`config.mk`:
```
export PLATFORM = sky130hd
export DESIGN_NAME = stream_joiner_arb
export DESIGN_NICKNAME = d
export VERILOG_FILES = /design/src/rtl/stream_joiner_arb_pkg.sv /design/src/rtl/sparse_lane_gate.sv /design/src/rtl/stream_joiner_arb.sv
export SDC_FILE = /design/constraint.sdc
export NUM_CORES = 1
export LEC_CHECK = 0
export BUFFER_PORTS_ARGS = -buffer_cell sky130_fd_sc_hd__buf_2
export CAP_MARGIN = 20
export CORE_MARGIN = 2
export CORE_UTILIZATION = 43
export DETAILED_ROUTE_END_ITERATION = 7
export PLACE_DENSITY = 0.87
export SETUP_SLACK_MARGIN = 0.02
export SYNTH_ARGS = -nofsm -noshare
export SYNTH_HDL_FRONTEND = slang
export SYNTH_HIERARCHICAL = 1
export SYNTH_SLANG_ARGS = --single-unit
```
`constraint.sdc`:
```
create_clock -name clk -period 2.9 [get_ports clk]
set_input_delay 0.435 -clock clk [delete_from_list [all_inputs] [get_ports clk]]
set_output_delay 0.435 -clock clk [all_outputs]
set_load 0.02 [all_outputs]
```
`src/rtl/stream_joiner_arb_pkg.sv`:
```
// Shared definitions for the stream joiner arbiter.
// Contents: default word width, the stream terminator token, the index of the
// control-token flag bit, and the arbiter state encoding.
package stream_joiner_arb_pkg;

    localparam int DATA_W   = 17;
    localparam int CTRL_BIT = 16;

    // A stream lane ends when this exact word is transferred. Other words with
    // the control bit set are ordinary traffic as far as the arbiter is concerned.
    localparam logic [16:0] DONE_TOKEN = 17'h10100;

    typedef enum logic [1:0] {
        IDLE   = 2'd0,
        GRANT0 = 2'd1,
        GRANT1 = 2'd2
    } arb_state_t;

endpackage

```
`src/rtl/sparse_lane_gate.sv`:
```
// One lane (coordinate or position) of the stream joiner.
// Selects the granted requester's word onto the shared output, detects the
// stream terminator, and holds the lane's done flag. Once the flag is set the
// lane stalls in both directions until the arbiter releases the grant.
// Ports:
//   clk, rst_n, flush   - clock, synchronous active-low reset, synchronous clear
//   en                  - state update enable (clock enable and tile enable)
//   active              - a grant is held and the tile is enabled
//   grant               - granted requester (0 or 1)
//   clear_flag          - arbiter release cycle: drop the done flag
//   data0/valid0/ready0 - requester 0 side of this lane
//   data1/valid1/ready1 - requester 1 side of this lane
//   out_data/out_valid/out_ready - shared downstream side of this lane
//   done                - lane has transferred its terminator
//
// Handshake: a word moves when valid and ready are both high at a rising
// clock edge; valid never depends on ready on the upstream side, and the
// requester readies depend combinationally on out_ready (zero-latency pass).
module sparse_lane_gate #(
    parameter int DATA_W = 17
) (
    input  logic              clk,
    input  logic              rst_n,
    input  logic              flush,
    input  logic              en,
    input  logic              active,
    input  logic              grant,
    input  logic              clear_flag,
    input  logic [DATA_W-1:0] data0,
    input  logic              valid0,
    output logic              ready0,
    input  logic [DATA_W-1:0] data1,
    input  logic              valid1,
    output logic              ready1,
    output logic [DATA_W-1:0] out_data,
    output logic              out_valid,
    input  logic              out_ready,
    output logic              done
);
    import stream_joiner_arb_pkg::*;

    localparam logic [DATA_W-1:0] DONE_W = DATA_W'(DONE_TOKEN);

    logic              done_q;
    logic [DATA_W-1:0] sel_data;
    logic              sel_valid;
    logic              xfer;

    always_comb begin
        sel_data  = grant ? data1  : data0;
        sel_valid = grant ? valid1 : valid0;
    end

    // Both directions are masked by done_q so a finished lane can neither emit
    // nor consume while the other lane catches up.
    assign out_data  = sel_data;
    assign out_valid = active & ~done_q & sel_valid;
    assign ready0    = active & ~grant & out_ready & ~done_q;
    assign ready1    = active &  grant & out_ready & ~done_q;
    assign xfer      = out_valid & out_ready;
    assign done      = done_q;

    always_ff @(posedge clk) begin
        if (!rst_n || flush) begin
            done_q <= 1'b0;
        end else if (en) begin
            if (clear_flag) begin
                done_q <= 1'b0;
            end else if (xfer && (sel_data == DONE_W)) begin
                done_q <= 1'b1;
            end
        end
    end

endmodule

```
`src/rtl/stream_joiner_arb.sv`:
```
// Shares one intersect unit between two requesters, one whole stream at a
// time. A stream is a coordinate lane and a position lane, each terminated by
// DONE_TOKEN. The grant is released only after both lanes have finished, in a
// dedicated release cycle in which no word moves; the next grant then goes
// round-robin to the other requester if it is waiting.
// Ports:
//   clk, rst_n, clk_en, flush, tile_en - clocking and control
//   req{0,1}_coord[_valid/_ready]      - requester coordinate streams
//   req{0,1}_pos[_valid/_ready]        - requester position streams
//   coord_out[_valid/_ready], pos_out[_valid/_ready] - shared unit side
//   grant_id, busy                     - current / last grant, grant held
//   stream_cnt_0, stream_cnt_1         - completed streams, wrapping
//   dbg_state                          - arbiter state encoding (arb_state_t)
//
// Handshake: valid/ready, a word transfers on a rising edge where both are
// high; lanes pass through combinationally with zero latency.
module stream_joiner_arb #(
    parameter int DATA_W = 17,
    parameter int CNT_W  = 8
) (
    input  logic              clk,
    input  logic              rst_n,
    input  logic              clk_en,
    input  logic              flush,
    input  logic              tile_en,
    input  logic [DATA_W-1:0] req0_coord,
    input  logic              req0_coord_valid,
    output logic              req0_coord_ready,
    input  logic [DATA_W-1:0] req1_coord,
    input  logic              req1_coord_valid,
    output logic              req1_coord_ready,
    input  logic [DATA_W-1:0] req0_pos,
    input  logic              req0_pos_valid,
    output logic              req0_pos_ready,
    input  logic [DATA_W-1:0] req1_pos,
    input  logic              req1_pos_valid,
    output logic              req1_pos_ready,
    output logic [DATA_W-1:0] coord_out,
    output logic              coord_out_valid,
    input  logic              coord_out_ready,
    output logic [DATA_W-1:0] pos_out,
    output logic              pos_out_valid,
    input  logic              pos_out_ready,
    output logic              grant_id,
    output logic              busy,
    output logic [CNT_W-1:0]  stream_cnt_0,
    output logic [CNT_W-1:0]  stream_cnt_1,
    output logic [1:0]        dbg_state
);
    import stream_joiner_arb_pkg::*;

    arb_state_t       state_q;
    arb_state_t       state_d;
    logic             last_grant_q;
    logic [CNT_W-1:0] cnt0_q;
    logic [CNT_W-1:0] cnt1_q;

    logic en;
    logic active;
    logic grant;
    logic any0;
    logic any1;
    logic coord_done;
    logic pos_done;
    logic rel;

    assign en     = clk_en & tile_en;
    assign active = tile_en & (state_q != IDLE);
    assign grant  = (state_q == GRANT1);
    assign any0   = req0_coord_valid | req0_pos_valid;
    assign any1   = req1_coord_valid | req1_pos_valid;
    // Release cycle: both lanes already finished, so both are stalled and no
    // word can move while the grant is handed over.
    assign rel    = (state_q != IDLE) & coord_done & pos_done;

    sparse_lane_gate #(.DATA_W(DATA_W)) coord_lane (
        .clk        (clk),
        .rst_n      (rst_n),
        .flush      (flush),
        .en         (en),
        .active     (active),
        .grant      (grant),
        .clear_flag (rel),
        .data0      (req0_coord),
        .valid0     (req0_coord_valid),
        .ready0     (req0_coord_ready),
        .data1      (req1_coord),
        .valid1     (req1_coord_valid),
        .ready1     (req1_coord_ready),
        .out_data   (coord_out),
        .out_valid  (coord_out_valid),
        .out_ready  (coord_out_ready),
        .done       (coord_done)
    );

    sparse_lane_gate #(.DATA_W(DATA_W)) pos_lane (
        .clk        (clk),
        .rst_n      (rst_n),
        .flush      (flush),
        .en         (en),
        .active     (active),
        .grant      (grant),
        .clear_flag (rel),
        .data0      (req0_pos),
        .valid0     (req0_pos_valid),
        .ready0     (req0_pos_ready),
        .data1      (req1_pos),
        .valid1     (req1_pos_valid),
        .ready1     (req1_pos_ready),
        .out_data   (pos_out),
        .out_valid  (pos_out_valid),
        .out_ready  (pos_out_ready),
        .done       (pos_done)
    );

    // State register. Reset and flush win over clk_en and tile_en.
    always_ff @(posedge clk) begin
        if (!rst_n || flush) begin
            state_q <= IDLE;
        end else if (en) begin
            state_q <= state_d;
        end
    end

    // Next-state logic.
    always_comb begin
        state_d = state_q;
        case (state_q)
            IDLE: begin
                if (any0 && any1) begin
                    state_d = last_grant_q ? GRANT0 : GRANT1;
                end else if (any0) begin
                    state_d = GRANT0;
                end else if (any1) begin
                    state_d = GRANT1;
                end
            end
            GRANT0: begin
                if (rel) begin
                    if (any1)      state_d = GRANT1;
                    else if (any0) state_d = GRANT0;
                    else           state_d = IDLE;
                end
            end
            GRANT1: begin
                if (rel) begin
                    if (any0)      state_d = GRANT0;
                    else if (any1) state_d = GRANT1;
                    else           state_d = IDLE;
                end
            end
            default: state_d = IDLE;
        endcase
    end

    // Round-robin pointer and completed-stream counters. last_grant resets to
    // 1 so requester 0 wins the first tie.
    always_ff @(posedge clk) begin
        if (!rst_n || flush) begin
            last_grant_q <= 1'b1;
            cnt0_q       <= '0;
            cnt1_q       <= '0;
        end else if (en && rel) begin
            last_grant_q <= grant;
            if (grant) cnt1_q <= cnt1_q + CNT_W'(1);
            else       cnt0_q <= cnt0_q + CNT_W'(1);
        end
    end

    // Output logic.
    always_comb begin
        busy         = (state_q != IDLE);
        grant_id     = (state_q == IDLE) ? last_grant_q : grant;
        stream_cnt_0 = cnt0_q;
        stream_cnt_1 = cnt1_q;
        dbg_state    = state_q;
    end

endmodule

```
### Word-level counts from Yosys, hierarchy flattened

Cells that the tools add are included.
W data, S select, Z words.

* memories: 0
* bits in registers: 21
* output and inout bits: 60
* word-level logic and storage cells: 75
* bits in read-only memories: 0
* bits in latches: 0
* memory bits (writable): 0

* $add $sub $neg: 2
* bitwise gates (word level): 25
* $mul: 0
* equal/unequal tests: 7
* $lt $le $gt $ge: 0
* shifts and indexed selects: 0
* reduce and logical (&&, ||, !) cells: 15
* muxes and demuxes: 20
* div/mod/pow operators: 0

Operators by type and width (count)
* $eq A17 B17 Y1 const B: 2
* $mux W17: 2
* $and A1 B1 Y1: 20
* $mux W2: 9
* $add A8 B1 Y8 const B: 2
* $mux W1: 8
* $reduce_and A2 Y1: 4
* $pmux W2 S3: 1
* $reduce_bool A2 Y1: 3
* $logic_and A1 B1 Y1: 4
* $ne A2 B2 Y1 const B: 2
* $ne A4 B4 Y1 const B: 1
* $reduce_and A4 Y1: 1
* $not A1 Y1: 3
* $eq A2 B1 Y1 const B: 1
* $eq A2 B2 Y1 const B: 1
* $logic_not A2 Y1: 1
* $or A1 B1 Y1: 2
* $logic_not A1 Y1: 1
* $logic_or A1 B1 Y1: 1

### Longest topological paths before layout

* word-level depth: 8
* gate-level depth with buffers: 9

### Cells and area by module

The synthesis kept the hierarchy.

Modules (own cells, without submodules)
* stream_joiner_arb: instances 1, cells an instance 116, seq. area each 380.4 um2, area an instance 957.2 um2
* sparse_lane_gate: instances 2, cells an instance 44, seq. area each 20.0 um2, area an instance 399.1 um2

### Worst setup path after synthesis

No wires, ideal clock.

* kind: reg-to-output
* start point: register state_q[1], in the netlist dbg_state[1]
* end point: output coord_out[10]
* data required time: 2465 ps
* setup slack: 531 ps
* path buffers: 4
* data arrival time: 1934 ps
* stages on the path, launching flop included: 8
* cell sequence: dfxtp_1 -> buf_4 -> or2b_1 -> inv_1 -> buf_6 -> buf_2 -> buf_2 -> mux2_2

* word-level cells in the longest chain between the ends: 2

RTL lines
* from (decl): line stream_joiner_arb.sv:52 `arb_state_t state_q;`
* from (signal assigned): line stream_joiner_arb.sv:121 `state_q <= state_d;`
* $eq A2 B2 Y1: line stream_joiner_arb.sv:69 `assign grant = (state_q == GRANT1);`
* via grant: line stream_joiner_arb.sv:60 `logic grant;`
* $mux W17: line sparse_lane_gate.sv:50 `sel_data = grant ? data1 : data0;`
* to (decl): line stream_joiner_arb.sv:38 `output logic [DATA_W-1:0] coord_out,`

The timed path passes the listed nets, and every way through them passes these cells.

### Final worst setup path

* start point: register state_q[1], in the netlist dbg_state[1]
* end point: output pos_out[11]

* word-level cells in the longest chain between the ends: 2

RTL lines
* $eq A2 B2 Y1: line stream_joiner_arb.sv:69
* via grant: line stream_joiner_arb.sv:60
* $mux W17: line sparse_lane_gate.sv:50
* to (decl): line stream_joiner_arb.sv:41 `output logic [DATA_W-1:0] pos_out,`

The timed path passes the listed nets, and every way through them passes these cells.

==> flow_metrics.py <==
metrics = {
    "die": {
        "rows": 23,
        "ios": 139,
        "die_h_um": 67.9,
        "floorplan.initialDensity_pct": 44.2,
        "fp.dieW_um": 67.9,
        "dieArea_um2": 4610,
        "core_area_um2": 3970,
    },
    "sta": {
        "finalHoldViolations": 0,
        "slew_violations": 0,
        "slew_headroom_pct": 59.5,
        "worst_pin_slew_ns": 0.608,
        "rsz0062_at_grt": "no",
        "setup_tns_ns": 0,
        "setup_violations": 0,
        "period_share_pct": 89.7,
        "max_freq_mhz": 384,
        "post-route-min-period_ns": 2.60,
        "skew_ns": 0.00861,
    },
    "global_routing": {
        "grt_usage_pct": 23.0,
        "grt_pass1_vias": 1894,
        "grt_overflow": 0,
        "antenna_found_initial": 0,
        "grt_pass1_wl_um": 8260,
        "grt_max_degree": 30,
    },
    "setup_path": {
        "endpoint_kind": "output port",
        "crit_path_start_kind": "flop",
        "worstPathRequired_ns": 2.47,
        "crit_buf_inv": 3,
        "critPathMaxFanout": 29,
        "critPathMaxStageDelay_ns": 0.43,
        "cpMaxStageDelayCell": "inv_2",
        "crit_type": "flop to output port",
        "cp.arrival_ns": 2.17,
        "worstPathCellList": "or2b_1, inv_2, buf_4, mux2_2, buf_2",
        "cpLargestDelayFamily": "buffers and inverters",
    },
    "synth": {
        "ys_top_cells_by_area": "dfxtp_1, mux2_2, nor2_1",
        "synth-edff-count": 0,
        "yosysUniqueCellTypes": 42,
        "async_flop_share_pct": 0,
        "synth_seq_area_share_pct": 23.9,
        "synth_top_cell_area_share_pct": 23.9,
        "avgSynthCellArea_um2": 8.61,
        "synthFlopType": "dfxtp_1",
        "synth_area_um2": 1760,
        "syn_inst": 204,
        "synth_nets": 285,
        "yosysWarningCount": 6,
        "synth_top_cell_by_area": "dfxtp_1",
        "synth-seq-cells": 21,
    },
    "drt": {
        "wl_met2_um": 2770,
        "vias": 2078,
        "wl_met3_um": 391,
        "dr.pass1.iters": 4,
        "antenna_left": 0,
        "post_drt_wl_per_cell_um": 13.8,
        "m1WireLength_um": 2040,
        "drt-initial-drc-count": 153,
        "via_per_inst": 5.34,
        "wirelength_um": 5350,
        "top_layer_used": "met4",
        "drc": 0,
    },
    "outcome": {
        "status": "finished clean",
    },
    "finish": {
        "drive_gt1_share_pct": 56.3,
        "n_antenna_cell": 0,
        "layout_commonest_cell": "buf_2",
        "final_cell_mix": "buf_2, mux2_2, dfxtp_1, nor2_1, nand2_1",
        "utilization_pct": 63.3,
        "area_growth_pct": 43.3,
        "final_nets": 421,
    },
    "placed_design": {
        "place_hpwl_um": 4410,
        "port_buffers": 138,
        "place_congestion": 0.808,
    },
    "clock_network": {
        "cts_tree": "done",
        "clk_latency_ns": 0.26,
        "cts_resized": 0,
        "ctsHoldBuffers": 0,
        "clock_sinks": 21,
        "cts_root_buffer": "clkbuf_8",
        "cts_setup_buffers": 0,
        "cts_buffer_depth": 2,
        "clkSlewWorstSetupHoldPaths_ns": 0.07,
        "cts_buffers": 3,
        "cts_max_level": 1,
    },
    "min_path": {
        "hp-class": "primary input to flop",
    },
    "job": {
        "maxCapViolations": 0,
    },
    "power": {
        "peakVddDrop_mv": 0.149,
        "power.density_nw_per_um2": 271,
        "p_leak_nw": 1.19,
    },
}
==> where the power goes <==
part | switching [W] | internal, W | total [W] | leakage (nW)
Sequential | 0.000000272 | 0.000289 | 0.000289 | 0.169
Clock | 0.0000995 | 0.0000958 | 0.000195 | 0.0255
Combinational | 0.000104 | 0.0000936 | 0.000198 | 0.995
Total | 0.000204 | 0.000478 | 0.000682 | 1.19
==> stage by stage <==
step	hold slack, ns	cells	instance area (um^2)	setup WS, ns	total power, W
after floorplan	0.495	204	1760	0.531	0.000396
after global placement	0.471	385	2470	0.648	0.000489
after CTS	0.494	389	2510	0.288	0.000687
final	0.494	389	2510	0.298	0.000682
after detailed placement	0.511	385	2470	0.592	0.000493
after global routing	0.509	389	2510	0.169	0.000714
==> cell type report <==
type,count,area [um^2]
Clock buffer,3,41.3
Clock inverter,1,5.00
Fill cell,355,1460
Inverter,4,15.0
Multi-Input combinational cell,168,1250
Sequential cell,21,420
Tap cell,50,62.6
Timing Repair Buffer,142,721
==> kinds of logic (layout without fill, tap and decap cells) <==
group | Yosys count | in the layout | share of synthesized area, %
AND/OR/NAND/NOR | 97 | 97 | 31.8
multiplexers | 38 | 38 | 24.9
flip-flops | 21 | 21 | 23.9
AO/OA/AOI/OAI | 20 | 20 | 7.55
buffers and inverters | 15 | 150 | 4.85
XOR/XNOR | 11 | 11 | 5.49
adder cells (fa/ha/maj) | 2 | 2 | 1.43
==> state kept, by name (all words and copies together), names as in the netlist <==
name	cells
stream_cnt_0	8
stream_cnt_1	8
dbg_state	2
coord_lane/done	1
last_grant_q	1
pos_lane/done	1
==> metal layers <==
layer / track usage (%) / vias up
met1: 26.3 / 939
met3: 3.45 / 17
met5: 0 / -
met4: 8.75 / 0
met2: 42.8 / 98
li1: - / 1024
==> synth_stat cells (3+ instances only) <==
master	number
xor2_1	3
mux2_4	4
and4_1	3
nor2b_1	8
nand3_1	9
nand2_1	14
nand4_1	3
or4_1	3
mux2_2	30
xnor2_1	8
inv_1	4
and3_1	4
mux2i_1	4
nor3_1	10
dfxtp_1	21
nor4_1	5
o21ai_0	5
buf_2	5
nor2_1	19
a21oi_1	6
==> final timing paths <==
path / startpoint / to / slack [ns] / cells past startpoint
setup / recovery: dbg_state[1] / pos_out[11] / 0.30 / 5
hold / removal: flush / last_grant_q / 0.49 / 3
setup reg to reg: dbg_state[1] / coord_lane/done / 0.66 / 5
hold reg to reg: stream_cnt_1[7] / stream_cnt_1[7] / 0.51 / 2
==> worst min-delay path: stages <==
cell and delay, ns:
buf_2 0.10, nor2b_1 0.10, o21ai_0 0.08
No activity file was read; power rests on OpenSTA's default activity.
